===== src/rtl/mux_arb_reg.sv =====
// N-channel W-bit selector with one registered output stage.
// MODE=0 steers by S; MODE=1 arbitrates round-robin among valid channels.
module mux_arb_reg #(
  parameter int N  = 4,
  parameter int W  = 32,
  parameter int SW = $clog2(N)
) (
  input  logic            Clk,
  input  logic            Clrn,
  input  logic            MODE,
  input  logic [SW-1:0]   S,
  input  logic [N*W-1:0]  A,
  input  logic [N-1:0]    AVALID,
  output logic [N-1:0]    AREADY,
  output logic [W-1:0]    Y,
  output logic            YVALID,
  input  logic            YREADY,
  output logic [SW-1:0]   YSEL
);

  logic [W-1:0]   y_q, y_d;
  logic           yvalid_q, yvalid_d;
  logic [SW-1:0]  ysel_q, ysel_d;
  logic [SW-1:0]  ptr_q, ptr_d;

  logic           acc;
  logic           xfer;
  logic           gnt_vld;
  logic [SW-1:0]  gnt_idx;
  logic [W-1:0]   gnt_data;
  logic [2*N-1:0] req_dbl;
  logic [N-1:0]   req_rot;
  int             first;
  int             gsum;

  // Rotate requests so bit 0 is the channel at PTR; the lowest set bit wins.
  always_comb begin
    gnt_vld = 1'b0;
    gnt_idx = '0;
    first   = 0;
    gsum    = 0;
    req_dbl = {AVALID, AVALID} >> ptr_q;
    req_rot = req_dbl[N-1:0];
    if (!MODE) begin
      for (int i = 0; i < N; i++) begin
        if (S == SW'(i) && AVALID[i]) begin
          gnt_vld = 1'b1;
          gnt_idx = SW'(i);
        end
      end
    end else begin
      for (int k = N - 1; k >= 0; k--) begin
        if (req_rot[k]) begin
          gnt_vld = 1'b1;
          first   = k;
        end
      end
      gsum = int'(ptr_q) + first;
      if (gsum >= N) gsum = gsum - N;
      if (gnt_vld) gnt_idx = SW'(gsum);
    end
  end

  always_comb begin
    gnt_data = '0;
    for (int i = 0; i < N; i++) begin
      if (gnt_idx == SW'(i)) gnt_data = A[i*W +: W];
    end
  end

  assign acc  = !yvalid_q || YREADY;
  assign xfer = Clrn && gnt_vld && acc;

  always_comb begin
    AREADY = '0;
    for (int i = 0; i < N; i++) begin
      AREADY[i] = xfer && (gnt_idx == SW'(i));
    end
  end

  always_comb begin
    y_d      = y_q;
    yvalid_d = yvalid_q;
    ysel_d   = ysel_q;
    ptr_d    = ptr_q;
    if (xfer) begin
      y_d      = gnt_data;
      ysel_d   = gnt_idx;
      yvalid_d = 1'b1;
      if (MODE) ptr_d = (gnt_idx == SW'(N - 1)) ? '0 : gnt_idx + SW'(1);
    end else if (yvalid_q && YREADY) begin
      yvalid_d = 1'b0;
    end
  end

  always_ff @(posedge Clk) begin
    if (!Clrn) begin
      y_q      <= '0;
      yvalid_q <= 1'b0;
      ysel_q   <= '0;
      ptr_q    <= '0;
    end else begin
      y_q      <= y_d;
      yvalid_q <= yvalid_d;
      ysel_q   <= ysel_d;
      ptr_q    <= ptr_d;
    end
  end

  assign Y      = y_q;
  assign YVALID = yvalid_q;
  assign YSEL   = ysel_q;

endmodule

===== config.mk =====
export PLATFORM = sky130hd
export DESIGN_NAME = mux_arb_reg
export DESIGN_NICKNAME = d
export VERILOG_FILES = /design/src/rtl/mux_arb_reg.sv
export SDC_FILE = /design/constraint.sdc
export NUM_CORES = 1
export LEC_CHECK = 0
export CAP_MARGIN = 40
export CORE_MARGIN = 4
export CORE_UTILIZATION = 40
export CTS_BUF_LIST = sky130_fd_sc_hd__clkbuf_4 sky130_fd_sc_hd__clkbuf_8
export CTS_CLUSTER_DIAMETER = 100
export DETAILED_ROUTE_END_ITERATION = 16
export PLACE_DENSITY = 0.89
export SETUP_SLACK_MARGIN = 0.02
export SLEW_MARGIN = 10
export SYNTH_ARGS = -nofsm -noshare
export SYNTH_HDL_FRONTEND = slang
export SYNTH_SLANG_ARGS = --single-unit

===== constraint.sdc =====
create_clock -name Clk -period 6.7 [get_ports Clk]
set_input_delay 0.67 -clock Clk [delete_from_list [all_inputs] [get_ports Clk]]
set_output_delay 0.67 -clock Clk [all_outputs]
set_load 0.1 [all_outputs]

==> summary.txt <==
Worst setup path
  • Critical path peak fanout: 19
  • Cell breakdown of the critical path: clkdlybuf4s50_1 -> nor2_1 -> or4_1 -> o2111ai_1 -> ha_1 -> xor2_1 -> nor4b_2 -> a311oi_1 -> ha_1 -> buf_4 -> and3_1 -> buf_4
  • Worst EP arrival: 4670 ps
  • Required time of the critical path: 6030 ps
  • Max incr delay on CP: 770 ps
  • Nature of the critical path startpoint: input port
  • Worst Path Buf+Inv: 3
  • Critical Path Slowest Stage Cell: ha_1
  • Top cell family by delay on the critical path: buffers and inverters
  • Type of the worst setup path: in2out
  • Crit end category: output pin

Drt
  • Remaining DRCs: 0
  • DR iter-0 viols: 172
  • WL/cell: between 15 and 20 um
  • Final WL: roughly 11000 um
  • Number of vias per cell: 5.65
  • Number of search-and-repair iterations in the first detailed-routing pass: 4
  • Via count of the routed design: 3354
  • Antenna viol nets, final: 0

Synth
  • Post-synth ARST share: 0%
  • Syn Area/Cell: 7.84 sq um
  • Number of enable flip-flop cells after synthesis: 0
  • Share of Yosys cell area claimed by the top area cell type: 28.6%
  • Number of warnings printed during yosys synthesis: 0
  • Cell area after synthesis: 0.00259 sq mm
  • Gate count after technology mapping: 330
  • Most common flop cell mapped by yosys: dfxtp_1
  • Sequential cell area fraction in the yosys report: 28.6%
  • Top cell type by total area after synthesis: dfxtp_1
  • Most used standard cell by instance count after synthesis: a21oi_1
  • Flop and latch count out of synthesis: 37
  • Most used standard cells in the synthesized netlist: 65 x a21oi_1, 37 x dfxtp_1, 34 x nor2b_1
  • Net Count, Synth: 473
  • Leading cell types by total area after synthesis: dfxtp_1 29%, a21oi_1 13%, a221oi_1 10%
  • Post-synth cell types: 41

Final layout
  • Non-filler instance count after layout: 594
  • Ratio of cells with drive above 1 in the final layout: ~13%
  • Net count of the finished layout: ~660
  • Area growth, synth to finish: 99.0%
  • Fin util: 81.5%
  • Antenna Cells: 0
  • Post-route cell area: 0.00515 sq mm

Timing
  • Worst hold slack across all endpoints: 524 ps
  • Final Hold Viols: 0
  • Setup-failing EPs final: 0
  • Worst-case headroom to the max-slew limit: 50.1%
  • Worst clock skew on the final layout: approximately 5.7 ps
  • Final critical-path required period: 5340 ps
  • Final count of pins violating max slew: 0
  • Final Cycle Share: 79.7%
  • Highest Clock Rate: 187 MHz
  • Slew at the pin closest to its max-slew limit: 749 ps
  • RSZ-0062 raised after global routing: false
  • Final worst setup slack: about 1400 ps
  • Total negative slack: 0 ps

Placed design
  • Final weighted congestion in routability-driven placement: roughly 0.8
  • Placed inst area: 0.00503 sq mm
  • Worst slack at placement: 1400 ps
  • Cell count after placement: 586
  • Input/output buffers: 176
  • HPWL after detailed placement: a little over 8000 um

Clock tree
  • Num Clock Sinks: 37
  • Clock Path Buffers: 2
  • CTS Hold Buffers Added: 0
  • Clk slew on worst S/H paths: 70 ps
  • H-Tree Depth: 2
  • Setup Buffers After CTS: 0
  • Clock tree root buffer cell: clkbuf_8
  • CTS resizes: 0
  • Clock network latency to the later pin of the worst-skew pair: 290 ps
  • Number of CTS-inserted buffers: 5
  • TritonCTS clock tree: built

Run
  • Maximum Capacitance Violations: 0

Floorplan
  • Initial standard-cell utilization of the core: 41.0%
  • Standard cell core area: around 0.0063 sq mm
  • Die width: 88.4 um
  • Height of the die: around 88 um
  • Die Outline Area: approximately 0.0078 sq mm
  • Ports placed on the boundary: around 180
  • Floorplan row count: 29

GRT
  • Maximum number of pins on one net before global-route repair: 72
  • Overflow left after global routing: 0
  • Total GRT Usage: 27.3%
  • Number of antenna violations at the first check in global routing: 0
  • Wire length of the first global-routing pass: around 17000 um
  • Via count of the first global-routing pass: 3351

Pwr
  • Overall Power: 1.51 mW
  • Static leakage: slightly below 2 nW
  • Total power per unit cell area: roughly 290 mW/mm^2
  • Worst voltage drop across the vdd grid: 0.197 mV

Run status
  • Result of the run: finished clean

Min path
  • Classification of the worst-slack hold path: reg2reg
## kinds of logic after synthesis
| logic type | share of synthesized area [%] |
|---|---|
| DFF | 28.6 |
| buffers and inverters | 9.33 |
| xor gates and xnor gates | 0.339 |
| adders and majority gates | 2.42 |
| muxes | 4.59 |
| and+or+nand+nor | 22.0 |
| AOI/OAI and AO/OA | 32.7 |
## layout make-up
class / instances / area, sq um
timing repair buffer: 218 / 2560
sequential: 37 / 741
clock buffer: 7 / 90.1
fill: 377 / 1160
tap: 77 / 96.3
inverter: 5 / 18.8
clock inverter: 1 / 30.0
multi-input combinational: 249 / 1610
## worst min-delay path: stages, from the launching register on
cell,delay (ps)
dfxtp_1,310
o21ai_1,120
a21oi_1,50
## worst paths after layout
check	startpoint	end	slack, ps	depth (start not counted)
min	Y[28]	Y[28]	520	2
max reg2reg	ptr_q[0]	Y[10]	2230	15
min reg2reg	Y[28]	Y[28]	520	2
max	AVALID[3]	AREADY[1]	1360	12
## layer usage
layer | up-vias | GRT usage (%) | wire length [um]
met1 | 1549 | 30.4 | 3940
met4 | 0 | 7.01 | 195
met5 | - | 0 | 0
met2 | 171 | 51.9 | 5800
met3 | 19 | 6.24 | 856
li1 | 1615 | - | -
## power breakdown
group / total [mW] / switching [mW] / internal [mW] / leakage [nW]
clock network: 0.206 / 0.0805 / 0.125 / 0.0619
registers: 0.289 / 0.0277 / 0.261 / 0.307
logic: 1.01 / 0.581 / 0.431 / 1.58
## sequential cells by signal (all words and copies together), names as in the netlist
| signal | flops |
|---|---|
| ptr_q | 2 |
| YVALID | 1 |
| YSEL | 2 |
| Y | 32 |
## placed cells by master (no fill, tap or decap), types with 4 or more instances in the layout
cell	synthesis	layout
clkdlybuf4s50_1	0	173
a21oi_1	65	65
nor2_1	5	5
and3_1	4	4
a221oi_1	31	31
buf_4	1	8
nor3_1	32	32
buf_16	0	17
inv_1	5	5
mux2i_1	4	4
clkbuf_8	0	6
nand2_1	5	5
nor2b_1	34	33
o21ai_1	32	32
dfxtp_1	37	37
buf_8	0	20
(Power assumes the default switching activity.)
==> variant 1 (config.mk and constraints unchanged) <==
`N`: 4 -> 16.
--- a/src/rtl/mux_arb_reg.sv
+++ b/src/rtl/mux_arb_reg.sv
@@ -1,7 +1,7 @@
 // N-channel W-bit selector with one registered output stage.
 // MODE=0 steers by S; MODE=1 arbitrates round-robin among valid channels.
 module mux_arb_reg #(
-  parameter int N  = 4,
+  parameter int N  = 16,
   parameter int W  = 32,
   parameter int SW = $clog2(N)
 ) (
Interface: changed (5 resized); port bits go from 177 to 589. The function was not compared with the original's and may differ.
==> variant 1 against the unedited design <==
Area after synthesis increased to 3.2 times the old value. The run now fails in I/O pin placement (3_2_place_iop).
==> variant 1: results (changes against the unedited design) <==
Synthesis
The cell count after synthesis is 1199 (was 330). The complex-gate fraction of the synthesized area was 51.7% (was 32.7%). The number of unique standard cell types used by synthesis is 77 (was 41). The parity-gate share of the synthesized area counting xor and xnor cells is 0.315% (was 0.338%).

The multiplexer share of the synthesized area is 7.95% (was 4.59%). Biggest area contributors in the synthesized netlist: sky130_fd_sc_hd__dfxtp_1, sky130_fd_sc_hd__a21oi_1, sky130_fd_sc_hd__o21ai_0, sky130_fd_sc_hd__nor3_1, sky130_fd_sc_hd__clkbuf_1 (was sky130_fd_sc_hd__dfxtp_1, sky130_fd_sc_hd__a21oi_1, sky130_fd_sc_hd__a221oi_1, sky130_fd_sc_hd__nor2b_1, sky130_fd_sc_hd__nor3_1). The sequential cell area fraction in the yosys report is 9.84% (was 28.6%). The top flip-flop cell by instance count after synthesis is sky130_fd_sc_hd__dfxtp_1 (unchanged). Commonest cells in the synthesized netlist: sky130_fd_sc_hd__a21oi_1, sky130_fd_sc_hd__o21ai_0, sky130_fd_sc_hd__clkbuf_1 (was sky130_fd_sc_hd__a21oi_1, sky130_fd_sc_hd__dfxtp_1, sky130_fd_sc_hd__nor2b_1). The net count of the mapped netlist came to 1743 (was 473).

The adder and majority gate portion of the synthesized area is 1.29% (was 2.42%). The total of flip-flops plus latches after synthesis was 41 (was 37). The number of synthesis warnings is 0 (unchanged). The share of async-settable or async-resettable flops after synthesis is 0% (unchanged).

Floorplanning
The floorplan die width was 152 µm (was 88.4 µm).

Outcome
Outcome: stopped before the end (was finished, final reports clean). The first error in the log reads "[ERROR PPL-0024] Number of IO pins (589) exceeds maximum number of available positions (544). Increase the die perimeter from 609.56um to 801.04um". The stopping stage is I/O pin placement (3_2_place_iop).
-- variant 1: logic make-up after synthesis --
| kind of cell | Yosys count |
|---|---|
| adder cells (fa/ha/maj) | 8 |
| multiplexers | 46 |
| AO/OA/AOI/OAI | 578 |
| AND/OR/NAND/NOR | 363 |
| flip-flops | 41 |
| buffers and inverters | 160 |
| XOR/XNOR | 3 |
==> variant 2 (same flow settings) <==
Without the edit above. Register the input `MODE` before use. The logic sees it one clock later. The other inputs are not delayed to match.
--- a/src/rtl/mux_arb_reg.sv
+++ b/src/rtl/mux_arb_reg.sv
@@ -17,6 +17,12 @@
   input  logic            YREADY,
   output logic [SW-1:0]   YSEL
 );
+
+  logic MODE_q;
+
+  always_ff @(posedge Clk) begin
+    MODE_q <= MODE;
+  end
 
   logic [W-1:0]   y_q, y_d;
   logic           yvalid_q, yvalid_d;
@@ -41,7 +47,7 @@
     gsum    = 0;
     req_dbl = {AVALID, AVALID} >> ptr_q;
     req_rot = req_dbl[N-1:0];
-    if (!MODE) begin
+    if (!MODE_q) begin
       for (int i = 0; i < N; i++) begin
         if (S == SW'(i) && AVALID[i]) begin
           gnt_vld = 1'b1;
@@ -87,7 +93,7 @@
       y_d      = gnt_data;
       ysel_d   = gnt_idx;
       yvalid_d = 1'b1;
-      if (MODE) ptr_d = (gnt_idx == SW'(N - 1)) ? '0 : gnt_idx + SW'(1);
+      if (MODE_q) ptr_d = (gnt_idx == SW'(N - 1)) ? '0 : gnt_idx + SW'(1);
     end else if (yvalid_q && YREADY) begin
       yvalid_d = 1'b0;
     end
Function: changed (Yosys sat finds a counterexample within 4 cycles, from zero or initial values).
==> variant 2 against the unedited design <==
Sequential cell count increased by 1. Routed wire length up 5.6%. Global-route usage up 0.23 points. Core utilization about the same. Synthesized cell count up 0.30%. Cell area increased by 0.58%. First-iteration DRC count down 25%. Area after synthesis increased by 0.77%. Setup slack better by 0.021 ns. Cell count is 0.17% higher. Sequential share of layout area increased by 0.30 points. Total power decreased by 2.5%. Highest routed layer unchanged.
==> variant 2: results (changes against the unedited design) <==
Critical path
The critical path arrival is 4.65 ns (was 4.67 ns). The top fanout value on the critical path is 28 (was 19). The maximum single-stage delay on the critical path is 0.67 ns (was 0.77 ns).

Synthesis
Commonest cells in the synthesized netlist: sky130_fd_sc_hd__a21oi_1, sky130_fd_sc_hd__dfxtp_1, sky130_fd_sc_hd__nor2b_1 (unchanged). The average footprint of a synthesized cell was 7.88 µm² (was 7.84 µm²). Biggest area contributors in the synthesized netlist: sky130_fd_sc_hd__dfxtp_1, sky130_fd_sc_hd__a21oi_1, sky130_fd_sc_hd__a221oi_1, sky130_fd_sc_hd__nor2b_1, sky130_fd_sc_hd__nor3_1 (unchanged).

Clock network
The clock transition at the registers of the reported paths is 0.07 ns (about the same).

Pwr
The switching component of the power is 0.000688 W (was 0.000689 W). The leakage dissipation came to 1.95 nW (about the same). The worst supply voltage drop on vdd came to 0.200 mV (was 0.197 mV).

Detailed routing
The number of DRC violations after detailed-routing iteration 0 is 129 (was 172). The number of detailed-routing iterations run before antenna repair is 5 (was 4). The total length of routed met2 wires is 5900 µm (was 5800 µm).

The total length of routed met3 wires is 1040 µm (was 856 µm). The average routed wire per standard cell is 19.2 µm (was 18.2 µm). The post-route met1 wirelength was 4040 µm (was 3940 µm).

The number of vias per cell after detailed routing is 5.79 (was 5.65).

Layout
The final net count is 662 (was 659). The ratio of cells with drive above 1 in the final layout is 12.4% (was 12.8%). The number of filler cells placed in the layout is 356 (was 377). The final instance count without filler cells is 595 (was 594).

Place
The final HPWL from detailed placement came to 8680 µm (was 8190 µm). The final weighted congestion in routability-driven placement is 0.883 (was 0.802). The number of cells after detailed placement was 589 (was 586). The minimum setup slack after placement is 1.46 ns (was 1.40 ns). The placed cell area is 5100 µm² (was 5030 µm²).

Global route
The met3 global-route usage is 7.26% (was 6.24%). The via count of the first global-routing pass came to 3666 (was 3351). The global-route wire length before repair is 17100 µm (was 16600 µm). The met1 track demand over resource in global routing is 27.6% (was 30.4%). The met2 layer usage reported by global route was 52.2% (was 51.9%). The combined global-route utilization of all metal layers is 27.5% (was 27.3%).

Outcome
Outcome: finished, final reports clean (unchanged).

Timing
The tightest slew margin relative to the limit came to 51.8% (was 50.1%).
==> variant 2: changes by cell type after synthesis <==
cell                      before  now
sky130_fd_sc_hd__dfxtp_1      37   38
==> variant 2: final timing paths <==
path,startpoint,cells after the start,slack (ns),endpoint
worst max-delay path,AVALID[3],13,1.38,AREADY[3]
worst min-delay path,Y[20]$_SDFFE_PN0P_,2,0.52,Y[20]$_SDFFE_PN0P_
worst max register to register,ptr_q[0]$_SDFFE_PN0P_,15,2.15,Y[14]$_SDFFE_PN0P_
worst min register to register,Y[20]$_SDFFE_PN0P_,2,0.52,Y[20]$_SDFFE_PN0P_
==> variant 2: kinds of logic (layout without fill, tap and decap cells) <==
logic type | after synthesis | in the layout | synth area share [%]
AND/OR/NAND/NOR | 96 | 96 | 21.8
flip-flops | 38 | 38 | 29.2
XOR/XNOR | 1 | 1 | 0.336
multiplexers | 8 | 8 | 4.56
buffers and inverters | 44 | 231 | 9.26
AO/OA/AOI/OAI | 139 | 139 | 32.5
adder cells (fa/ha/maj) | 5 | 5 | 2.40
==> variant 2: power groups by stage <==
stage	combinational (W)	clock (W)	sequential [W]
global route	0.00107	0.000165	0.000301
detailed placement	0.00101	0	0.000300
CTS	0.00102	0.000157	0.000296
finish	0.00102	0.000152	0.000297
floorplan	0.000315	0	0.000570
global placement	0.000792	0	0.000295
==> variant 2: cell type report <==
class	instances	share of cell area (%)
Tap cell	77	1.86
Clock buffer	6	1.59
Multi-Input combinational cell	249	31.1
Timing Repair Buffer	220	50.4
Sequential cell	38	14.7
Inverter	5	0.362
==> variant 2: critical path: cells and delay by family <==
family / cells / cell delay, ns
xor+xnor: 1 / 0.25
compound gates: 2 / 0.74
fa+ha+maj: 2 / 0.62
buf+inv: 4 / 1.51
simple gates: 4 / 0.84
